**config.mk**
```make
export PLATFORM = sky130hd
export DESIGN_NAME = tmr_resp_distributor
export DESIGN_NICKNAME = d
export VERILOG_FILES = /design/src/rtl/tmr_resp_distributor.sv
export SDC_FILE = /design/constraint.sdc
export NUM_CORES = 1
export LEC_CHECK = 0
export ABC_AREA = 0
export CAP_MARGIN = 25
export CORE_AREA = 5 5 108 110
export CTS_BUF_LIST = sky130_fd_sc_hd__clkbuf_2 sky130_fd_sc_hd__clkbuf_4 sky130_fd_sc_hd__clkbuf_8
export CTS_CLUSTER_DIAMETER = 200
export DETAILED_ROUTE_END_ITERATION = 10
export DIE_AREA = 0 0 113 115
export GPL_TIMING_DRIVEN = 0
export PLACE_DENSITY = 0.75
export SETUP_SLACK_MARGIN = 0.05
export SKIP_CTS_REPAIR_TIMING = 1
export SLEW_MARGIN = 15
export SYNTH_ARGS = -nofsm -noshare
export SYNTH_HDL_FRONTEND = slang
export SYNTH_SLANG_ARGS = --single-unit
```
**constraint.sdc**
```tcl
create_clock -name clk_i -period 2.2 [get_ports clk_i]
set_input_delay 0.33 -clock clk_i [delete_from_list [all_inputs] [get_ports clk_i]]
set_output_delay 0.33 -clock clk_i [all_outputs]
set_load 0.02 [all_outputs]
```
**src/rtl/tmr_resp_distributor.sv**
```systemverilog
// Forwards the voted OBI request under an outstanding limit and fans the bus
// response out to every lockstep hart; drains and halts on a voter mismatch.
module tmr_resp_distributor #(
    parameter int NHARTS          = 3,
    parameter int MAX_OUTSTANDING = 2,
    localparam int CNT_W          = $clog2(MAX_OUTSTANDING + 1)
) (
    input  logic                   clk_i,
    input  logic                   rst_ni,
    input  logic                   voted_req_i,
    input  logic [31:0]            voted_addr_i,
    input  logic                   voted_we_i,
    input  logic [3:0]             voted_be_i,
    input  logic [31:0]            voted_wdata_i,
    input  logic                   error_i,
    input  logic [NHARTS-1:0]      error_id_i,
    output logic                   bus_req_o,
    output logic [31:0]            bus_addr_o,
    output logic                   bus_we_o,
    output logic [3:0]             bus_be_o,
    output logic [31:0]            bus_wdata_o,
    input  logic                   bus_gnt_i,
    input  logic                   bus_rvalid_i,
    input  logic [31:0]            bus_rdata_i,
    output logic [NHARTS-1:0]      core_gnt_o,
    output logic [NHARTS-1:0]      core_rvalid_o,
    output logic [NHARTS*32-1:0]   core_rdata_o,
    output logic [NHARTS-1:0]      fault_mask_o,
    output logic                   recovery_req_o,
    input  logic                   recovery_ack_i,
    output logic [CNT_W-1:0]       outstanding_o,
    output logic                   protocol_err_o
);

    typedef enum logic [1:0] {
        RUN   = 2'd0,
        DRAIN = 2'd1,
        HALT  = 2'd2
    } state_t;

    localparam logic [CNT_W-1:0] MAX_CNT = CNT_W'(MAX_OUTSTANDING);

    state_t              r_state;
    state_t              w_state_next;
    logic [CNT_W-1:0]    r_cnt;
    logic [CNT_W-1:0]    w_cnt_next;
    logic [NHARTS-1:0]   r_mask;
    logic [NHARTS-1:0]   w_mask_next;
    logic                r_proto_err;
    logic                r_recovery;
    logic                w_issue;
    logic                w_gnt_eff;
    logic                w_rsp_dec;
    logic                w_spurious;

    assign w_issue = (r_state == RUN) && !error_i && (r_cnt < MAX_CNT);

    assign bus_req_o   = voted_req_i & w_issue;
    assign bus_addr_o  = voted_addr_i;
    assign bus_we_o    = voted_we_i;
    assign bus_be_o    = voted_be_i;
    assign bus_wdata_o = voted_wdata_i;

    assign w_gnt_eff  = bus_gnt_i & bus_req_o;
    assign w_rsp_dec  = bus_rvalid_i && (r_cnt != '0);
    assign w_spurious = bus_rvalid_i && (r_cnt == '0);

    // Every hart gets the same response, masked or not, to stay in lockstep
    assign core_gnt_o    = {NHARTS{w_gnt_eff}};
    assign core_rvalid_o = {NHARTS{bus_rvalid_i}};
    assign core_rdata_o  = {NHARTS{bus_rdata_i}};

    always_comb begin
        w_cnt_next = r_cnt;
        if (w_gnt_eff && !w_rsp_dec) begin
            w_cnt_next = r_cnt + 1'b1;
        end else if (!w_gnt_eff && w_rsp_dec) begin
            w_cnt_next = r_cnt - 1'b1;
        end
    end

    always_comb begin
        w_state_next = r_state;
        w_mask_next  = error_i ? (r_mask | error_id_i) : r_mask;
        case (r_state)
            RUN: begin
                if (error_i) begin
                    w_state_next = DRAIN;
                end
            end
            DRAIN: begin
                if (w_cnt_next == '0) begin
                    w_state_next = HALT;
                end
            end
            HALT: begin
                if (recovery_ack_i) begin
                    w_state_next = RUN;
                    w_mask_next  = '0;
                end
            end
            default: begin
                w_state_next = RUN;
            end
        endcase
    end

    always_ff @(posedge clk_i) begin
        if (!rst_ni) begin
            r_state     <= RUN;
            r_cnt       <= '0;
            r_mask      <= '0;
            r_proto_err <= 1'b0;
            r_recovery  <= 1'b0;
        end else begin
            r_state     <= w_state_next;
            r_cnt       <= w_cnt_next;
            r_mask      <= w_mask_next;
            r_proto_err <= r_proto_err | w_spurious;
            r_recovery  <= (w_state_next == HALT);
        end
    end

    assign fault_mask_o   = r_mask;
    assign recovery_req_o = r_recovery;
    assign outstanding_o  = r_cnt;
    assign protocol_err_o = r_proto_err;

endmodule

```
==> results of run 1 <==
==> final cells by class <==
type,instances,area share [%]
well taps,140,4.595
inverters,3,0.2954
repair buffers,188,49.69
flip-flops and latches,9,4.726
clock buffers,4,1.280
multi-input cells,34,5.743
plain buffers,171,33.67
==> worst paths after layout <==
check / from / to / slack, ps / cells after the start
worst max-delay path: r_state[0] / core_gnt_o[2] / 160 / 4
worst min-delay path: fault_mask_o[0] / fault_mask_o[0] / 480 / 2
worst max register to register: r_state[0] / r_state[0] / 220 / 5
worst min register to register: fault_mask_o[0] / fault_mask_o[0] / 480 / 2
==> stage by stage <==
step           setup TNS, ps  worst slack (ps)
2_1_floorplan              0             276.0
3_3_place_gp           -3805            -730.6
3_5_place_dp           -4028            -742.2
4_1_cts                -2998            -744.1
5_1_grt                    0             79.87
6_report                   0             164.7
==> state kept, by name, summed over array words and instances, names as in the netlist <==
| register | cells |
|---|---|
| r_state | 2 |
| outstanding_o | 2 |
| recovery_req_o | 1 |
| protocol_err_o | 1 |
| fault_mask_o | 3 |
==> layout by cell type (no fill, tap or decap) <==
master and n:
xnor2_1 2, clkdlybuf4s50_1 183, nor2_1 4, o21ai_0 4
and2_1 2, a21oi_1 6, or4_4 1, nand2_1 3
dlymetal6s2s_1 5, and3b_2 1, clkbuf_8 3, nor2_4 1
o22ai_1 1, o211ai_1 1, inv_1 3, buf_4 171
nor2b_1 3, or4_1 1, a31oi_1 1, a31o_1 1
clkbuf_4 1, dfxtp_1 9, or4bb_2 1, ha_1 1
==> power breakdown <==
part / internal (mW) / switching, mW
Combinational: 0.613 / 0.486
Sequential: 0.202 / 0.0312
Clock: 0.139 / 0.0738
==> cells by family (layout without fill, tap and decap cells) <==
| family | after synthesis | in the layout | share of synthesized area (%) |
|---|---|---|---|
| xor+xnor | 2 | 2 | 1.039 |
| buf+inv | 174 | 366 | 76.78 |
| flops | 9 | 9 | 10.68 |
| compound gates | 14 | 14 | 4.674 |
| simple gates | 17 | 17 | 6.083 |
| fa+ha+maj | 1 | 1 | 0.7417 |
==> worst max-delay path: stages, from the launching register on <==
cell	delay, ps
dfxtp_1	350
or4_4	590
nor2_4	180
buf_4	130
dlymetal6s2s_1	220
==> synthesized netlist by cell type, drive strengths merged (2+ instances only) <==
master,instances
nor2b,3
a21oi,6
o21ai,4
nand2,3
nor2,5
inv,3
and2,2
buf,171
xnor2,2
dfxtp,9
or4,2
==> layer usage <==
layer / vias to the layer above / track usage, %
met2: 160 / 17.26
met3: 4 / 6.421
met4: 2 / 1.202
met5: - / 0
li1: 892 / -
met1: 808 / 6.629
==> reports/qor.yml, run 1 <==
ant_nets: 0
post_dp_cell_area_sq_um: 3744
yosysTopAreaCell: "buf_4"
yosysUniqueCellTypes: 19
initial_core_util_pct: 15.91
cts.sinks: 9
antenna_found_initial: 1
syn_area_sq_um: 1687
drc: 0
synth_nets: 329
finalSetupViolations: 0
num-fill-cells: 1044
stdcell_area_sq_um: 3812
dieArea_sq_um: 13000
hold_path.class: "reg -> reg"
cp.required_ps: 1870
rsz0062_at_grt: "false"
grt_max_degree: 7
synth_top_area_share_pct: 76.11
ys_ff_latch: 9
clk_transition_reported_paths_ps: 50
routed_wl_um: 6617
cts_root_buf: "clkbuf_8"
ir_drop_uv: 205.4
min_period_ps: 2035
wl_met1_um: 1672
final_nets: 522
cts_made_buffers: 3
die_h_um: 115
drive_above_1_share_pct: 43.77
synthCells: 217
relSlewSlack_pct: 60.76
tightest_slew_ps: 582.5
cp.arrival_ps: 1710
vias_per_cell: 3.399
grt_pass1_vias: 1930
die_x_um: 113
drtPass1Iterations: 3
finalCritPeriodShare_pct: 92.51
cp-start-kind: "register"
vias: 1866
cts_tree: "built"
place.detailed.hpwl_um: 6237
grt-ovfl-total: 0
power.total_mw: 1.546
p_per_area_nw_per_um2: 405.5
cts.htree.levels: 1
end_kind: "output pin"
maxCapViolations: 0
crit_fanout: 6
syn_avg_cell_area_sq_um: 7.772
ys.flop_type: "dfxtp_1"
wl_met2_um: 3644
slew_viol_final: 0
total_leakage_power_nw: 1.807
place_congestion: 0.7357
avgRoutedWirePerCell_um: 12.05
yosys-top-cells-area: "buf_4 (76%), dfxtp_1 (11%), a21oi_1 (1.8%)"
skew_ps: 9.948
grt_pass1_wl_um: 9032
ys_warn_count: 0
max_freq_mhz: 491.3
grtUsageTotal_pct: 8.598
finalNonFillerCells: 549
finalHoldViolations: 0
async_flop_share_pct: 0
port_buffers: 188
synth-edff-count: 0
multiInputGateArea_sq_um: 219.0
core_area_sq_um: 10600
place_inst: 545
synth-seq-area-share_pct: 10.68
final_core_util_pct: 35.96
crit_type: "reg -> out"
highest_layer: "met5"
insertedDiodeCount: 0
clkLatencyLatePin_ps: 240
clockBufferDepth: 2
rows: 38
outcome: "completed"
wl_met3_um: 1255
seq_area_sq_um: 180.2
io_pins: 290
syn2layout_area_growth_pct: 126.0
whs_ps: 478.4
drt_first_iter_violations: 15
Note: power is estimated with default switching activity, not from simulation.
==> inputs of run 2 (changes only) <==
- GPL_TIMING_DRIVEN: 0 -> not set
==> reports/qor.yml, run 2 (synthesized netlist as in run 1, its figures left out) <==
cp_cell_sequence: "or4_4 -> buf_4 -> or4_1 -> a21oi_1 -> a31oi_1 -> a31o_1"
cts_root_buf: "clkbuf_8"
grt-ovfl-total: 0
tightest_slew_ps: 313.1
maxCapViolations: 0
cpLargestDelayFamily: "simple AND/OR/NAND/NOR gates"
finalSetupViolations: 0
grt_pass1_vias: 664
drt_first_iter_violations: 17
min_period_ps: 2050
grt_pass1_wl_um: 4485
final_nets: 193
combinationalPowerShare_pct: 45.8
relSlewSlack_pct: 79.08
routed_wl_um: 3335
crit_cells: 6
crit_slowest_cell: "or4_4"
final_core_util_pct: 8.697
skew_ps: 9.245
internal_power_mw: 0.5353
grtUsageTotal_pct: 4.868
grt_max_degree: 7
syn2layout_area_growth_pct: -45.33
finalCritPeriodShare_pct: 93.17
slew_viol_final: 0
outcome: "completed"
num-fill-cells: 1229
power.total_mw: 0.8215
clock_power_share_pct: 25.9
layout_commonest_cell: "clkdlybuf4s50_1"
place.detailed.hpwl_um: 2855
ant_nets: 0
antenna_found_initial: 2
p_switching_mw: 0.2862
cp.required_ps: 2320
initial_core_util_pct: 15.91
clkLatencyLatePin_ps: 240
p_per_area_nw_per_um2: 890.8
avgRoutedWirePerCell_um: 15.16
finalHoldViolations: 0
end_kind: "register"
crit_fanout: 4
port_buffers: 23
setup_tns_ps: 0
total_leakage_power_nw: 0.3729
drive_above_1_share_pct: 17.50
drc: 0
drtPass1Iterations: 4
worstRegToRegCells: 6
max_freq_mhz: 487.9
core_area_sq_um: 10600
fin_ws_ps: 150.2
clockBufferDepth: 2
place_congestion: 0.6604
vias_per_cell: 2.709
cts_made_buffers: 3
io_pins: 290
cts.sinks: 9
cp-start-kind: "register"
ir_drop_uv: 291.9
cp.arrival_ps: 2170
dp_slack_ps: -332.3
sequentialPowerShare_pct: 28.2
r2r_start: "r_state[1]"
dieArea_sq_um: 13000
largest_reg_flops: 3
slowest_delay_ps: 520
final_cell_mix: "clkdlybuf4s50_1 (18), dfxtp_1 (9), buf_4 (7)"
die_x_um: 113
crit_end: "r_state[0]"
rsz0062_at_grt: "false"
clk_transition_reported_paths_ps: 50
insertedDiodeCount: 0
rows: 38
reg2reg_slack_ps: 150
cts_tree: "built"
setup.worst_path.start: "r_state[1]"
crit_type: "reg -> reg"
worstReg2RegEnd: "r_state[0]"
cts.htree.levels: 1
hold_path.class: "reg -> reg"
p_sw_share_pct: 34.84
vias: 596
worstPathBufferInverterCount: 1
die_h_um: 115
[run 2: cell types whose count changed in the layout (fill, tap and decap cells not counted)]
| cell | change |
|---|---|
| o21ai_1 | +1 |
| nor2_1 | +1 |
| clkdlybuf4s50_1 | -165 |
| buf_4 | -164 |
| nor2_4 | -1 |
| o21ai_0 | -1 |
[run 2: final cells by class]
class                      instances  area (sq um)  area share, %
timing repair buffer              30         295.3          32.02
multi-input combinational         34         211.5          22.93
sequential                         9         180.2          19.54
tap                              140         175.2          19.00
clock buffer                       4         48.80          5.292
inverter                           3         11.26          1.221
[run 2: routing by layer]
metal	GRT usage [%]	vias up	wire, um	share of wire (%)
li1	-	232	-	-
met1	2.996	212	741	22
met2	6.003	74	1260	38
met3	5.211	74	763	23
met4	7.853	4	541	16
met5	0	-	28	0.84
[run 2: how the worst min path moves through the flow]
stage                         start  slack (ps)                to  cells after the start
floorplan                    rst_ni         450  outstanding_o[0]                      1
global placement    fault_mask_o[2]         450   fault_mask_o[2]                      2
detailed placement  fault_mask_o[2]         460   fault_mask_o[2]                      2
CTS                 fault_mask_o[2]         470   fault_mask_o[2]                      2
global route        fault_mask_o[0]         520   fault_mask_o[0]                      2
finish              fault_mask_o[2]         470   fault_mask_o[2]                      2
[run 2: worst min-delay path, cell delays in order, from the launching register on]
cell and delay, ps:
dfxtp_1 320, a21oi_1 40, nor2_1 70
[run 2: per-stage QoR]
| stage | cell area, sq um | std cells | hold slack [ps] |
|---|---|---|---|
| finish | 922.1 | 220 | 465.1 |
| global route | 922.1 | 220 | 521.9 |
| CTS | 909.6 | 220 | 472.0 |
| detailed placement | 860.8 | 216 | 460.0 |
| global placement | 860.8 | 216 | 450.5 |
| floorplan | 1687 | 217 | 451.7 |
[run 2: power by group through the flow]
stage | combinational, mW | clock, mW | sequential (mW)
finish | 0.376 | 0.213 | 0.232
global route | 0.417 | 0.243 | 0.238
CTS | 0.383 | 0.234 | 0.233
detailed placement | 0.382 | 0 | 0.237
global placement | 0.372 | 0 | 0.233
floorplan | 0.620 | 0 | 0.266
